`config.mk`:
```
export PLATFORM = sky130hd
export DESIGN_NAME = playseq_jogador_auto
export DESIGN_NICKNAME = d
export VERILOG_FILES = /design/src/rtl/playseq_jogador_auto.sv
export SDC_FILE = /design/constraint.sdc
export NUM_CORES = 1
export LEC_CHECK = 0
export ABC_CLOCK_PERIOD_IN_PS = 2400
export CAP_MARGIN = 40
export CORE_UTILIZATION = 54
export CTS_BUF_LIST = sky130_fd_sc_hd__clkbuf_4 sky130_fd_sc_hd__clkbuf_8 sky130_fd_sc_hd__clkbuf_16
export DETAILED_ROUTE_END_ITERATION = 8
export GPL_ROUTABILITY_DRIVEN = 0
export PLACE_DENSITY = 0.84
export SLEW_MARGIN = 20
export SYNTH_ARGS = -nofsm -noshare
export SYNTH_HDL_FRONTEND = slang
export SYNTH_SLANG_ARGS = --single-unit
```
`constraint.sdc`:
```
create_clock -name clock -period 2.4 [get_ports clock]
set_input_delay 0.48 -clock clock [delete_from_list [all_inputs] [get_ports clock]]
set_output_delay 0.48 -clock clock [all_outputs]
set_load 0.03 [all_outputs]
```
`src/rtl/playseq_jogador_auto.sv`:
```
`default_nettype none
// ============================================================================
// Module      : playseq_jogador_auto
// Description : Automatic PlaySeq player. Records the one-hot LED patterns
//               shown during the game's preview phase and replays them on
//               the button outputs with fixed press/release timing.
// Revision    : 1.0 - initial release
// ============================================================================
module playseq_jogador_auto #(
    parameter int PROFUNDIDADE = 16,
    parameter int T_INICIO     = 200,
    parameter int T_PRESS      = 100,
    parameter int T_GAP        = 100
) (
    input  logic       clock,
    input  logic       reset,
    input  logic       habilita,
    input  logic       fase_preview,
    input  logic [3:0] leds,
    output logic [3:0] botoes,
    output logic       ocupado,
    output logic [4:0] n_capturados,
    output logic       overflow,
    output logic       erro_padrao,
    output logic [7:0] rodadas,
    output logic [2:0] db_estado
);

    localparam logic [2:0] c_INATIVO        = 3'd0;
    localparam logic [2:0] c_ESPERA_PREVIEW = 3'd1;
    localparam logic [2:0] c_CAPTURA        = 3'd2;
    localparam logic [2:0] c_ESPERA_INICIO  = 3'd3;
    localparam logic [2:0] c_PRESSIONA      = 3'd4;
    localparam logic [2:0] c_SOLTA          = 3'd5;

    // Terminal counts: the timer runs 0..T-1 in each timed state
    localparam logic [15:0] c_FIM_INICIO = 16'(T_INICIO - 1);
    localparam logic [15:0] c_FIM_PRESS  = 16'(T_PRESS - 1);
    localparam logic [15:0] c_FIM_GAP    = 16'(T_GAP - 1);
    localparam logic [4:0]  c_CHEIO      = 5'(PROFUNDIDADE);

    logic [2:0]  r_state;
    logic [3:0]  r_leds_d;
    logic [15:0] r_timer;
    logic [3:0]  r_idx;
    logic [3:0]  r_botoes;
    logic [4:0]  r_n_capturados;
    logic        r_overflow;
    logic        r_erro_padrao;
    logic [7:0]  r_rodadas;
    logic [3:0]  r_mem [PROFUNDIDADE];

    logic        w_subida;
    logic        w_one_hot;
    logic        w_tocando;
    logic        w_abort;
    logic        w_limpa;
    logic        w_captura;
    logic [4:0]  w_base;
    logic        w_cheio;
    logic        w_grava;
    logic        w_ultimo;

    // Capture qualification and round-clear decode
    always_comb begin
        w_subida  = (leds != 4'd0) && (r_leds_d == 4'd0);
        w_one_hot = ((leds & (leds - 4'd1)) == 4'd0);
        w_tocando = (r_state == c_ESPERA_INICIO) || (r_state == c_PRESSIONA) ||
                    (r_state == c_SOLTA);
        // A disabled player leaves buffer and flags untouched
        w_abort   = habilita && fase_preview && w_tocando;
        w_limpa   = w_abort ||
                    (habilita && fase_preview && (r_state == c_ESPERA_PREVIEW));
        w_captura = habilita && w_subida &&
                    (((r_state == c_ESPERA_PREVIEW) && fase_preview) ||
                     (r_state == c_CAPTURA));
        // Clear first, then write: a capture coinciding with the clear lands at 0
        w_base    = w_limpa ? 5'd0 : r_n_capturados;
        w_cheio   = (w_base == c_CHEIO);
        w_grava   = w_captura && w_one_hot && !w_cheio;
        w_ultimo  = (({1'b0, r_idx} + 5'd1) == r_n_capturados);
    end

    // Sequence buffer; contents need no reset
    always_ff @(posedge clock) begin
        if (w_grava) begin
            r_mem[w_base[3:0]] <= leds;
        end
    end

    // Capture count and sticky error flags
    always_ff @(posedge clock or negedge reset) begin
        if (!reset) begin
            r_n_capturados <= 5'd0;
            r_overflow     <= 1'b0;
            r_erro_padrao  <= 1'b0;
        end else begin
            if (w_limpa) begin
                r_n_capturados <= 5'd0;
                r_overflow     <= 1'b0;
                r_erro_padrao  <= 1'b0;
            end
            if (w_captura) begin
                if (!w_one_hot) begin
                    r_erro_padrao <= 1'b1;
                end else if (w_cheio) begin
                    r_overflow <= 1'b1;
                end else begin
                    r_n_capturados <= w_base + 5'd1;
                end
            end
        end
    end

    // Main state machine, playback timer and registered button drive
    always_ff @(posedge clock or negedge reset) begin
        if (!reset) begin
            r_state   <= c_INATIVO;
            r_leds_d  <= 4'd0;
            r_timer   <= 16'd0;
            r_idx     <= 4'd0;
            r_botoes  <= 4'd0;
            r_rodadas <= 8'd0;
        end else begin
            r_leds_d <= leds;
            if (!habilita) begin
                r_state  <= c_INATIVO;
                r_botoes <= 4'd0;
            end else if (w_abort) begin
                r_state  <= c_CAPTURA;
                r_botoes <= 4'd0;
            end else begin
                case (r_state)
                    c_INATIVO: begin
                        r_botoes <= 4'd0;
                        r_state  <= c_ESPERA_PREVIEW;
                    end
                    c_ESPERA_PREVIEW: begin
                        if (fase_preview) begin
                            r_state <= c_CAPTURA;
                        end
                    end
                    c_CAPTURA: begin
                        if (!fase_preview) begin
                            if (r_n_capturados == 5'd0) begin
                                r_state <= c_ESPERA_PREVIEW;
                            end else begin
                                r_timer <= 16'd0;
                                r_state <= c_ESPERA_INICIO;
                            end
                        end
                    end
                    c_ESPERA_INICIO: begin
                        if (r_timer == c_FIM_INICIO) begin
                            r_timer  <= 16'd0;
                            r_idx    <= 4'd0;
                            r_botoes <= r_mem[0];
                            r_state  <= c_PRESSIONA;
                        end else begin
                            r_timer <= r_timer + 16'd1;
                        end
                    end
                    c_PRESSIONA: begin
                        if (r_timer == c_FIM_PRESS) begin
                            r_timer  <= 16'd0;
                            r_botoes <= 4'd0;
                            r_state  <= c_SOLTA;
                        end else begin
                            r_timer <= r_timer + 16'd1;
                        end
                    end
                    c_SOLTA: begin
                        if (r_timer == c_FIM_GAP) begin
                            r_timer <= 16'd0;
                            if (w_ultimo) begin
                                r_rodadas <= r_rodadas + 8'd1;
                                r_state   <= c_ESPERA_PREVIEW;
                            end else begin
                                r_idx    <= r_idx + 4'd1;
                                r_botoes <= r_mem[r_idx + 4'd1];
                                r_state  <= c_PRESSIONA;
                            end
                        end else begin
                            r_timer <= r_timer + 16'd1;
                        end
                    end
                    default: begin
                        r_botoes <= 4'd0;
                        r_state  <= c_INATIVO;
                    end
                endcase
            end
        end
    end

    assign botoes       = r_botoes;
    assign ocupado      = w_tocando;
    assign n_capturados = r_n_capturados;
    assign overflow     = r_overflow;
    assign erro_padrao  = r_erro_padrao;
    assign rodadas      = r_rodadas;
    assign db_estado    = r_state;

endmodule
`default_nettype wire

```
==> reports/summary.md, run 1 <==
- status: complete, no violations
- r2r startpoint: db_estado[0]$_DFFE_PN0P_
- post-place instance area: 6000 sq um
- setup repair after global routing missed its margin: yes
- CP Launch Type: register
- setup_tns: 0 ns
- static leakage: 2.41 nW
- core box area: 9420 sq um
- CP required: 2.48 ns
- Antenna Cells: 0
- GRT Util Overall: 0.240
- Max Fclk: 0.424 GHz
- Site Rows: 35
- cell types occupying the most area after synthesis: sky130_fd_sc_hd__edfxtp_1 (36%), sky130_fd_sc_hd__dfrtp_1 (22%), sky130_fd_sc_hd__mux4_2 (6.8%)
- peak supply drop: 0.000306 V
- Worst Path Arrival: 2.44 ns
- initial core utilization: 0.566
- total detailed-routing wirelength: 11.8 mm
- transition time of the tightest slew-check pin: 0.421 ns
- worst slew margin relative to its limit: 0.717
- boundary pin count: 31
- cells on worst reg2reg path: 8
- clock latency of the later-clocked register in the worst-skew pair: 0.38 ns
- path class of the lowest-slack min-delay path: in -> async
- number of antenna-violating nets in the routed design: 0
- number of input and output port buffers inserted: 30
- highest fanout seen on the critical path: 9
- largest net degree at the start of global routing: 35
- number of warnings reported in the yosys synthesis log: 0
- power share of the combinational group: 0.097
- via-per-instance ratio: 6.12
- slack of the worst reg-to-reg path: 0.04 ns
- net load switching power: 0.901 mW
- cell internal power dissipation: 2.58 mW
- most instantiated flip-flop cell in the synthesis netlist: sky130_fd_sc_hd__edfxtp_1
- Die Ht: 101 um
- detailed placer's ending HPWL: 8.24 mm
- R2R Path End: r_mem[6][0]$_DFFE_PP_
- Final Hold Vio Count: 0
- DRT Pass-1 Iters: 4
- CTS tree: yes
- DIE AREA: 10,300 sq um
- Sequential Power Share: 0.605
- average detailed-routed wire length per instance: 19.2 um
- area added between synthesis and finish: 18.9%
- final critical delay including setup and external delays: 2.36 ns
- clock buffers created by TritonCTS: 9
- Mean Syn Cell Area: 13.1 sq um
- total global routing overflow: 0
- number of DRC markers in iteration 0: 266
- FF+latch count, synth: 110
- Clock transition at path regs: 0.11 ns
- top library cells by usage in the layout, fill and taps aside: sky130_fd_sc_hd__edfxtp_1 (64), sky130_fd_sc_hd__buf_4 (48), sky130_fd_sc_hd__dfrtp_1 (43), sky130_fd_sc_hd__clkdlybuf4s50_1 (27)
- MaxCap Viol Count: 0
- number of unique standard cell types used by synthesis: 61
- most common library cell in the layout ignoring fill and taps: sky130_fd_sc_hd__edfxtp_1
- Period Utilization, post-route: 0.982
- Chip Width: 101 um
- net count of the finished layout: 493
- max-slew violation count: 0
- H-tree levels: 3
- hold_ws: 0.427 ns
- post-place setup slack: -0.492 ns
- top-area cell type share of the netlist area: 0.360
- maximum number of buffers from clock root to sink: 2
- Syn Nets: 421
- Post-synth EDFFs: 64
- share of layout cells above drive strength 1: 0.246
- Post-synth ARST share: 0.418
- post-layout worst setup margin: 0.0424 ns
- switching fraction of total power: 0.258
- total power per unit cell area: 550 nW/um^2
- post-detailed-route DRC marker count: 0
- Setup-failing EPs final: 0
- finished layout cell area: 6340 sq um
- via count of the first global-routing pass: 3,628
- CP endpoint kind: register
- clock group share of total power: 0.298
- initial antenna violation count: 0
- first-pass GRT wire length: 18.3 mm
- Gate Count Post-Synth: 406
- Design Power: 3.48 mW
- synthesized area: 5330 sq um
- cell chosen for the clock root: sky130_fd_sc_hd__clkbuf_8
- post-synthesis cell type with the largest combined area: sky130_fd_sc_hd__edfxtp_1
- number of sinks driven by the clock tree: 110
- Crit Path Class: reg -> reg
- clk_skew: 0.0161 ns
- via count: 3,744
- Seq/Total Area, Yosys: 0.576
cell families (layout without fill, tap and decap cells):
family	count (synthesis)	after routing	synth area share
multiplexers	24	24	0.0847
flip-flops	110	110	0.576
buffers and inverters	23	100	0.0235
XOR/XNOR	20	20	0.0357
AO/OA/AOI/OAI	85	85	0.112
adder cells (fa/ha/maj)	8	8	0.0183
AND/OR/NAND/NOR	136	136	0.149
cell type report:
class	count	area (sq um)
inverters	4	15.0
clock buffers	9	124
multi-input cells	273	2230
repair buffers	80	683
flip-flops and latches	110	3080
well taps	129	161
clock inverters	7	53.8
fillers	637	3080
worst max path at each step:
stage                                  start  slack [ns]  cells past startpoint               endpoint
finish              db_estado[0]$_DFFE_PN0P_        0.04                      8  r_mem[6][0]$_DFFE_PP_
global placement                    habilita       -0.42                      7  r_mem[4][0]$_DFFE_PP_
detailed placement                  habilita       -0.49                      7  r_mem[6][2]$_DFFE_PP_
global route        db_estado[0]$_DFFE_PN0P_       -0.08                      8  r_mem[7][2]$_DFFE_PP_
floorplan           db_estado[2]$_DFFE_PN0P_       0.003                      9  r_mem[3][0]$_DFFE_PP_
CTS                 db_estado[2]$_DFFE_PN0P_       -0.07                      5  r_mem[8][3]$_DFFE_PP_
registers in the layout (all words and copies together) (netlist names):
signal and count:
r_mem 64, r_timer 16, rodadas 8, n_capturados 5, botoes 4, r_idx 4, r_leds_d 4, db_estado 3
erro_padrao 1, overflow 1
power by group through the flow:
stage,sequential [mW],combinational [mW],clock (mW)
after floorplan,2.15,0.137,0
after global placement,2.14,0.300,0
after detailed placement,2.14,0.311,0
after CTS,2.10,0.313,1.05
after global routing,2.12,0.364,1.12
final,2.11,0.337,1.04
through the flow:
stage | instances | utilization
global placement | 587 | 0.637
finish | 612 | 0.673
detailed placement | 587 | 0.637
floorplan | 406 | -
global route | 612 | 0.673
CTS | 604 | 0.660
synthesized netlist by cell type (all sizes together) (5+ instances only):
cell	n
o31ai	7
mux4	16
edfxtp	64
and2	18
ha	7
dfrtp	46
xnor2	14
nand4	9
clkbuf	10
nand3	10
and3	11
a211oi	9
nor3b	5
nor2b	10
buf	9
a21oi	13
nor4	5
nand2b	7
o21ai	31
nand2	28
mux2i	5
nor2	16
xor2	5
timing repair:
item                                   in CTS  in global routing
endpoints found under the hold margin       0                  1
hold buffers                                0                  1
setup endpoints to repair                  62                 65
buffers inserted                            1                  6
resized for setup                          11                 14
pin swaps                                   6                 11
metal layers:
layer  up-vias  track usage  wire length [um]
met1      1836        0.323              4840
met2       188        0.396              5830
li1       1698            -                 -
met4         0       0.0948               259
met5         -            0                 0
met3        22       0.0393               848
critical path, cell delays in order, from the launching register on:
cell	delay (ns)
sky130_fd_sc_hd__dfrtp_2	0.44
sky130_fd_sc_hd__buf_4	0.17
sky130_fd_sc_hd__nor2b_2	0.17
sky130_fd_sc_hd__o211ai_1	0.27
sky130_fd_sc_hd__nand2_1	0.17
sky130_fd_sc_hd__buf_4	0.17
sky130_fd_sc_hd__inv_1	0.08
sky130_fd_sc_hd__ha_1	0.32
sky130_fd_sc_hd__and2_2	0.26
Power figures use the tool's default switching activity.
==> run 2, diff against run 1 <==
Settings changed: CTS_CLUSTER_DIAMETER set to 80, MAX_ROUTING_LAYER set to met4.
==> reports/summary.md, run 2 (same netlist as run 1, synthesis figures left out) <==
- clock latency of the later-clocked register in the worst-skew pair: 0.37 ns
- worst slew margin relative to its limit: 0.504
- clock buffers created by TritonCTS: 9
- r2r startpoint: db_estado[0]$_DFFE_PN0P_
- initial core utilization: 0.566
- net count of the finished layout: 491
- count of non-filler cells in the finished layout: 610
- fill count: 636
- total global routing overflow: 0
- CP Launch Type: register
- share of layout cells above drive strength 1: 0.243
- DRT Pass-1 Iters: 4
- Final Hold Vio Count: 0
- via-per-instance ratio: 6.09
- Chip Width: 101 um
- area added between synthesis and finish: 18.3%
- top library cells by usage in the layout, fill and taps aside: sky130_fd_sc_hd__edfxtp_1 (64), sky130_fd_sc_hd__buf_4 (48), sky130_fd_sc_hd__dfrtp_1 (43), sky130_fd_sc_hd__clkdlybuf4s50_1 (27)
- CTS tree: yes
- Core Util, Final: 0.670
- detailed placer's ending HPWL: 8.24 mm
- flip-flop count of the largest register, all copies and words added: 64
- average detailed-routed wire length per instance: 19.0 um
- cell family with most CP delay: buffers and inverters
- hold_ws: 0.154 ns
- post-place setup slack: -0.492 ns
- number of instances in the placed design: 587
- static leakage: 2.39 nW
- H-tree levels: 3
- Setup-failing EPs final: 0
- transition time of the tightest slew-check pin: 0.744 ns
- Die Ht: 101 um
- critical path, cell by cell: buf_4 > clkdlybuf4s50_1
- cell chosen for the clock root: sky130_fd_sc_hd__clkbuf_8
- DIE AREA: 10,300 sq um
- most common library cell in the layout ignoring fill and taps: sky130_fd_sc_hd__edfxtp_1
- slack of the worst reg-to-reg path: 0.09 ns
- CP max-delay cell: sky130_fd_sc_hd__clkdlybuf4s50_1
- largest net degree at the start of global routing: 35
- buffer and inverter count on the worst path: 2
- max-slew violation count: 0
- MaxCap Viol Count: 0
- Period Utilization, post-route: 0.965
- total power per unit cell area: 551 nW/um^2
- Worst Path Arrival: 1.84 ns
- total detailed-routing wirelength: 11.6 mm
- Antenna Cells: 0
- number of input and output port buffers inserted: 30
- setup repair after global routing missed its margin: yes
- highest fanout seen on the critical path: 9
- first-pass GRT wire length: 18.3 mm
- maximum number of buffers from clock root to sink: 2
- final critical delay including setup and external delays: 2.32 ns
- post-detailed-route DRC marker count: 0
- number of antenna-violating nets in the routed design: 0
- clk_skew: 0.0139 ns
- number of sinks driven by the clock tree: 110
- CP endpoint kind: primary output
- path class of the lowest-slack min-delay path: in -> async
- initial antenna violation count: 0
- post-layout worst setup margin: 0.0848 ns
- via count of the first global-routing pass: 3,618
- R2R Path End: r_mem[6][0]$_DFFE_PP_
- boundary pin count: 31
- GRT Util Overall: 0.248
- Crit Path Class: reg -> out
- cells on worst reg2reg path: 8
- via count: 3,715
- CP required: 1.92 ns
- number of DRC markers in iteration 0: 295
- Site Rows: 35
- Max Fclk: 0.432 GHz
- longest individual stage delay on the worst path: 0.68 ns
- status: complete, no violations
- peak supply drop: 0.000306 V
- Clock transition at path regs: 0.11 ns
- core box area: 9420 sq um
==> run 2: changes by cell type in the layout (fill, tap and decap cells not counted) <==
| cell | delta |
|---|---|
| sky130_fd_sc_hd__buf_12 | -1 |
| sky130_fd_sc_hd__dlygate4sd3_1 | -1 |
| sky130_fd_sc_hd__nor2b_1 | +1 |
| sky130_fd_sc_hd__nor2b_2 | -1 |
==> run 2: cell type report <==
type	count	area [sq um]	share of cell area
inverters	4	15.0	0.00238
flip-flops and latches	110	3080	0.488
repair buffers	78	653	0.104
clock buffers	9	124	0.0196
multi-input cells	273	2220	0.353
well taps	129	161	0.0256
clock inverters	7	53.8	0.00853
==> run 2: report_power, final <==
part	switching [mW]	internal (mW)
sequential	0.0613	2.05
clock	0.645	0.392
combinational	0.189	0.140
total	0.896	2.58
==> run 2: how the worst max path moves through the flow <==
stage                                   from                     to  depth (start not counted)  slack (ns)
floorplan           db_estado[2]$_DFFE_PN0P_  r_mem[3][0]$_DFFE_PP_                          9       0.003
global placement                    habilita  r_mem[4][0]$_DFFE_PP_                          7       -0.42
detailed placement                  habilita  r_mem[6][2]$_DFFE_PP_                          7       -0.49
CTS                 db_estado[2]$_DFFE_PN0P_  r_mem[8][3]$_DFFE_PP_                          5       -0.07
global route        db_estado[0]$_DFFE_PN0P_  r_mem[7][2]$_DFFE_PP_                          8       -0.03
finish              db_estado[1]$_DFFE_PN0P_           db_estado[1]                          2        0.08
==> run 2: stage by stage <==
| stage | TNS [ns] | area [sq um] | power [mW] |
|---|---|---|---|
| finish | 0 | 6310 | 3.47 |
| global route | -0.294 | 6310 | 3.60 |
| CTS | -0.956 | 6210 | 3.46 |
| detailed placement | -29.61 | 6000 | 2.45 |
| global placement | -23.75 | 6000 | 2.44 |
| floorplan | 0 | 5350 | 2.29 |
==> run 2: metal layers <==
metal / track usage / wire length [um]
met5: - / 0
met4: 0.0948 / 243
met3: 0.0366 / 898
met2: 0.396 / 5650
met1: 0.324 / 4820
==> run 2: repair_timing <==
item | in CTS | in global routing
cloned | 0 | 0
pin swaps | 6 | 11
buffers inserted | 1 | 6
hold buffers | 0 | 0
resized for setup | 11 | 13
setup endpoints to repair | 62 | 65
